**src/rtl/aes_byte_stream_mux.sv**
```systemverilog
// Handshaked N-channel byte-stream mux that locks one channel per burst, with a registered output stage.
// Define AES_BYTE_MUX_RR_EN to honour the mode input and build the round-robin arbiter.
module aes_byte_stream_mux #(
  parameter  int WIDTH     = 8,
  parameter  int NUM_CH    = 2,
  parameter  int BURST_LEN = 16,
  localparam int SEL_W     = $clog2(NUM_CH)
) (
  input  logic                    clk,
  input  logic                    rst_n,
  input  logic [SEL_W-1:0]        sel,
  input  logic                    mode,
  input  logic [NUM_CH-1:0]       in_valid,
  input  logic [NUM_CH*WIDTH-1:0] in_data,
  output logic [NUM_CH-1:0]       in_ready,
  output logic                    out_valid,
  output logic [WIDTH-1:0]        out_data,
  output logic                    out_last,
  input  logic                    out_ready,
  output logic [SEL_W-1:0]        grant,
  output logic                    busy
);

  localparam int CNT_W = (BURST_LEN > 1) ? $clog2(BURST_LEN) : 1;

  typedef enum logic {ST_IDLE, ST_LOCKED} state_t;

  state_t            state_reg;
  logic [SEL_W-1:0]  grant_reg;
  logic              busy_reg;
  logic              out_valid_reg;
  logic              out_last_reg;
  logic [WIDTH-1:0]  out_data_reg;
  logic [CNT_W-1:0]  beat_cnt_reg;

  logic [WIDTH-1:0]  ch_data [NUM_CH];
  logic [NUM_CH-1:0] ch_sel_hit;
  logic              out_slot_free;
  logic              accept;
  logic              last_beat;
  logic [WIDTH-1:0]  beat;
  logic              fix_req;
  logic              arb_req;
  logic [SEL_W-1:0]  arb_idx;

  // The output slot can take a new beat when empty or draining this cycle.
  assign out_slot_free = !out_valid_reg || out_ready;

  genvar gi;
  generate
    for (gi = 0; gi < NUM_CH; gi++) begin : g_ch
      assign ch_data[gi]    = in_data[gi*WIDTH +: WIDTH];
      assign in_ready[gi]   = (state_reg == ST_LOCKED) && (grant_reg == SEL_W'(gi)) && out_slot_free;
      assign ch_sel_hit[gi] = in_valid[gi] && (sel == SEL_W'(gi));
    end
  endgenerate

  assign accept    = |(in_ready & in_valid);
  assign beat      = ch_data[grant_reg];
  assign last_beat = (beat_cnt_reg == CNT_W'(BURST_LEN - 1));
  // An out-of-range sel matches no channel, so the mux stays idle.
  assign fix_req   = |ch_sel_hit;

`ifdef AES_BYTE_MUX_RR_EN
  logic [SEL_W-1:0] rr_ptr_reg;
  logic [SEL_W-1:0] rr_idx;
  logic             rr_req;
  int               rr_c;

  // Scan from the farthest offset down so the nearest valid channel after rr_ptr wins.
  always_comb begin
    rr_req = 1'b0;
    rr_idx = '0;
    rr_c   = 0;
    for (int k = NUM_CH; k >= 1; k--) begin
      rr_c = (int'(rr_ptr_reg) + k) % NUM_CH;
      if (in_valid[rr_c]) begin
        rr_req = 1'b1;
        rr_idx = SEL_W'(rr_c);
      end
    end
  end

  assign arb_req = mode ? rr_req : fix_req;
  assign arb_idx = mode ? rr_idx : sel;
`else
  logic unused_mode;
  assign unused_mode = mode;
  assign arb_req     = fix_req;
  assign arb_idx     = sel;
`endif

  always_ff @(posedge clk or negedge rst_n) begin
    if (!rst_n) begin
      state_reg     <= ST_IDLE;
      grant_reg     <= '0;
      busy_reg      <= 1'b0;
      beat_cnt_reg  <= '0;
      out_valid_reg <= 1'b0;
      out_data_reg  <= '0;
      out_last_reg  <= 1'b0;
`ifdef AES_BYTE_MUX_RR_EN
      rr_ptr_reg    <= SEL_W'(NUM_CH - 1);
`endif
    end else begin
      case (state_reg)
        ST_IDLE: begin
          if (arb_req) begin
            state_reg    <= ST_LOCKED;
            grant_reg    <= arb_idx;
            busy_reg     <= 1'b1;
            beat_cnt_reg <= '0;
          end
        end
        ST_LOCKED: begin
          if (accept) begin
            if (last_beat) begin
              state_reg    <= ST_IDLE;
              busy_reg     <= 1'b0;
              beat_cnt_reg <= '0;
`ifdef AES_BYTE_MUX_RR_EN
              rr_ptr_reg   <= grant_reg;
`endif
            end else begin
              beat_cnt_reg <= beat_cnt_reg + 1'b1;
            end
          end
        end
        default: state_reg <= ST_IDLE;
      endcase

      if (accept) begin
        out_data_reg  <= beat;
        out_valid_reg <= 1'b1;
        out_last_reg  <= last_beat;
      end else if (out_ready) begin
        out_valid_reg <= 1'b0;
      end
    end
  end

  assign out_valid = out_valid_reg;
  assign out_data  = out_data_reg;
  assign out_last  = out_last_reg;
  assign grant     = grant_reg;
  assign busy      = busy_reg;

endmodule

```
**config.mk**
```make
export PLATFORM = sky130hd
export DESIGN_NAME = aes_byte_stream_mux
export DESIGN_NICKNAME = d
export VERILOG_FILES = /design/src/rtl/aes_byte_stream_mux.sv
export SDC_FILE = /design/constraint.sdc
export NUM_CORES = 1
export LEC_CHECK = 0
export ABC_CLOCK_PERIOD_IN_PS = 1500
export BUFFER_PORTS_ARGS = -buffer_cell sky130_fd_sc_hd__clkbuf_2
export CORE_ASPECT_RATIO = 1.2
export CORE_MARGIN = 2
export CORE_UTILIZATION = 30
export DETAILED_ROUTE_END_ITERATION = 7
export GPL_ROUTABILITY_DRIVEN = 0
export PLACE_DENSITY_LB_ADDON = 0.3
export SYNTH_ARGS = -nofsm -noshare
export SYNTH_HDL_FRONTEND = slang
export SYNTH_SLANG_ARGS = --single-unit
```
**constraint.sdc**
```tcl
create_clock -name clk -period 1.5 [get_ports clk]
set_input_delay 0.075 -clock clk [delete_from_list [all_inputs] [get_ports clk]]
set_output_delay 0.075 -clock clk [all_outputs]
set_load 0.05 [all_outputs]
```
**Word level (Yosys, flattened, before mapping)**

Cells that the tools add are included.

- Add/sub/neg operators: 1
- Magnitude comparators: 1
- Equality and inequality tests: 4
- Mux-type cells: 17
- Bitwise gates (word level): 5
- Reduce and logical (&&, ||, !) cells: 14

Operator list:

| operator | count |
|---|---|
| $mux W8 | 3 |
| $mux W4 | 3 |
| $mux W1 | 8 |
| $pmux W4 S2 | 1 |
| $logic_and A1 B1 Y1 | 6 |
| $add A4 B1 Y4 const B | 1 |
| $eq A4 B4 Y1 const B | 1 |
| $ne A2 B1 Y1 const B | 2 |
| $pmux W1 S2 | 2 |
| $reduce_and A2 Y1 | 2 |
| $reduce_or A2 Y1 | 2 |
| $not A1 Y1 | 3 |
| $reduce_and A3 Y1 | 1 |
| $and A2 B2 Y2 | 1 |
| $ge A2 B2 Y1 const B | 1 |
| $ne A2 B2 Y1 const B | 1 |
| $not A1 Y2 | 1 |
| $reduce_bool A2 Y1 | 1 |
| $logic_not A1 Y1 | 1 |
| $logic_or A1 B1 Y1 | 1 |

- Register bits after elaboration: 17
- Output and inout port bits: 14

**Logic depth before layout (Yosys ltp)**

- Word-level depth: 7
- Mapped depth: 5

**Least setup slack after synthesis**

OpenSTA, ideal clock, no wires.

- Path kind: flip-flop to output port
- Start: reg grant_reg, in the netlist grant
- End: out in_ready[0]
- Arrival: 1.565 ns
- Required time: 1.425 ns
- Setup slack: -0.140 ns
- Cell stages (with the launch flop): 3
- Path buffers: 1
- Cell sequence: dfrtp_1 -> buf_2 -> nor2_1

- Cells in the longest elaborated chain, start to end: 3

Ends and longest elaborated chain:

| element | RTL line | text |
|---|---|---|
| from (decl) | 29 | `logic [SEL_W-1:0] grant_reg;` |
| from (signal assigned) | 110 | `grant_reg <= arb_idx;` |
| $not A1 Y1 | 53 | `assign in_ready[gi] = (state_reg == ST_LOCKED) && (grant_reg == SEL_W'(gi)) && out_slot_free;` |
| $logic_and A1 B1 Y1 (2 in a row) | 53 |  |
| to (decl) | 15 | `output logic [NUM_CH-1:0] in_ready,` |

No other way between the ends.

**Worst setup path after layout**

- Start: reg grant_reg, in the netlist grant
- End: out in_ready[1]

- Cells in the longest elaborated chain, start to end: 2

Ends and longest elaborated chain:

| element | RTL line |
|---|---|
| $logic_and A1 B1 Y1 (2 in a row) | 53 |

No other way between the ends.

==> results_dict.tcl <==
set metrics [dict create \
    cts_setup_buffers 0 \
    critPathMaxFanout 13 \
    first_global_vias 702 \
    hold_path_class "in -> reg" \
    grtUsageTotal_pct 12.4 \
    rows 21 \
    start_util_pct 30.9 \
    grt-ovfl-total 0 \
    powerDensity_nw_per_um2 2070 \
    pin_count 37 \
    crit_slowest_cell "dfrtp_2" \
    wire_per_inst_um 11.7 \
    wl_um 1790 \
    yosysUniqueCellTypes 22 \
    hpwl_um 1390 \
    netlist.area_leader.share_pct 49.9 \
    drive_above_1_share_pct 40.3 \
    fin_crit_ns 1.41 \
    seq_area_frac_synth_pct 49.9 \
    vias_per_cell 4.58 \
    combPwrFrac_pct 54.3 \
    internal_power_w 0.00111 \
    drt.antenna.violating_nets 0 \
    crit_type "reg -> out" \
    vias 700 \
    cp.required_ns 1.42 \
    slew_viol_final 0 \
    max_stage_delay_ns 0.39 \
    core_area_um2 2760 \
    syn_inst 81 \
    antenna_found_initial 0 \
    cap_violations 0 \
    setup_violations 0 \
    ir_drop_mv 0.798 \
    areaGrowthSynthToFinish_pct 29.5 \
    power_w 0.00229 \
    synth.net_count 105 \
    clockPowerShare_pct 11.2 \
    post-route-period-util_pct 94.2 \
    syn-cell-area_um2 853 \
    status "complete, no violations" \
    die_x_um 52.7 \
    end_kind "primary output" \
    synth-main-ff-cell "dfrtp_1" \
    synth_warnings 0 \
    crit_family "buffers and inverters" \
    crit_chain "buf_4, and3_1, clkbuf_4" \
    rsz0062_at_grt "false" \
    final_cells 153 \
    cts_tree "built" \
    path_clk_slew_ns 0.11 \
    cts_max_level 1 \
    p_switching_w 0.00118 \
    dp_slack_ns 0.154 \
    worstPathArrival_ns 1.34 \
    synth_commonest_cells "dfrtp_1 (17), nand2_1 (13), mux2i_1 (10)" \
    synth.avg_cell_area_um2 10.5 \
    setup-tns-final_ns 0 \
    final.hold.worst_slack_ns 0.0209 \
    start_kind "flop" \
    dr.pass1.iters 4 \
    clock-sinks 17 \
    pwr-share-seq_pct 34.6 \
    max_freq_mhz 708 \
    clk_latency_ns 0.30 \
    first_iter_violations 13 \
    max_slew_margin_pct 71.6 \
    clockBufferDepth 2 \
    synth.most_common_cell "dfrtp_1" \
    die_y_um 62.4 \
    fin_ws_ns 0.0872 \
    p_leak_nw 0.576 \
    async_flop_share_pct 100 \
    port_buffers 35 \
    drc_errors 0 \
    finalHoldViolations 0 \
    netlist.top_cell.by_area "dfrtp_1" \
    largest_reg_flops 8 \
    grt_max_degree 19 \
    numCtsBuffers 3 \
    grt_pass1_wl_um 3060 \
    tightest_slew_ns 0.426 \
    synth_edf_count 0 \
    cts-root-buf "clkbuf_4" \
    crit_buf_inv 2 \
    dp_cells 148 \
    yosys_register_bits 17 \
    fin_nets 144 \
    fp.dieArea_um2 3290 \
    sw_frac_of_total_pct 51.4 \
    synth_area_leaders "dfrtp_1 (50%), mux2i_1 (12%), nand2_1 (5.7%)" \
    antennaDiodeCount 0 \
    fin_worst_skew_ns 0.0108 \
]
## cells by family after synthesis
logic type               after synthesis  synth area share [%]
AO/OA/AOI/OAI                         18                  12.6
adder cells (fa/ha/maj)                1                  1.47
buffers and inverters                  6                  3.81
flip-flops                            17                  49.9
multiplexers                          11                  13.5
AND/OR/NAND/NOR                       28                  18.8
## power by group through the flow
| stage | Combinational, W | Clock (W) | Sequential, W |
|---|---|---|---|
| floorplan | 0.000533 | 0 | 0.00124 |
| global placement | 0.00124 | 0 | 0.000792 |
| detailed placement | 0.00126 | 0 | 0.000804 |
| CTS | 0.00126 | 0.000263 | 0.000794 |
| global route | 0.00135 | 0.000281 | 0.000818 |
| finish | 0.00124 | 0.000255 | 0.000792 |
## path summary, 6_finish.rpt
kind	slack (ns)	from	end	cells past startpoint
max	0.09	grant	in_ready[1]	3
min	0.02	sel	grant	3
max reg2reg	0.14	beat_cnt_reg[0]	busy	4
min reg2reg	0.49	out_data[3]	out_data[3]	2
max in group asynchronous	0.96	rst_n	grant	2
min in group asynchronous	0.22	rst_n	busy	2
## metal layers
layer | track usage, % | up-vias | share of wire, %
met3 | 2.15 | 5 | 3.7
met4 | 6.73 | 0 | 2.3
met1 | 14.7 | 324 | 41
met5 | 0 | - | 0
met2 | 20.6 | 14 | 53
li1 | - | 357 | -
## tightest hold or removal path, cell delays in order
cell,delay [ns]
clkbuf_2,0.10
a21oi_1,0.04
nor2_1,0.07
## final cells by class
cell class                      count  area, µm²
Fill cell                         295       1650
Sequential cell                    17        427
Multi-Input combinational cell     58        398
Timing Repair Buffer               38        203
Tap cell                           34       42.5
Clock buffer                        3       22.5
Inverter                            2       7.51
Clock inverter                      1       5.00
## cells in the final DEF (no fill, tap or decap), types with 2 or more instances in the layout
cell type,netlist,layout
nor3_2,2,2
dfrtp_1,17,16
a22o_1,2,2
nand2b_1,3,3
a21oi_1,3,3
a21o_1,4,4
nand2_1,13,13
and3_1,2,2
clkbuf_2,0,33
clkbuf_4,0,4
mux2i_1,10,10
nor2_1,3,2
inv_1,2,2
buf_4,0,2
o21ai_0,9,9
## stage by stage
stage / util [%] / area [µm²]
final: 40.0 / 1100
after global routing: 40.0 / 1100
after CTS: 40.0 / 1100
after detailed placement: 38.6 / 1060
after global placement: 38.6 / 1060
after floorplan: - / 857
## repair_timing
item,in CTS,in global routing
setup endpoints to repair,0,2
resized for setup,0,3
hold buffers,1,0
hold endpoints to repair,17,0
(Power assumes the default switching activity.)
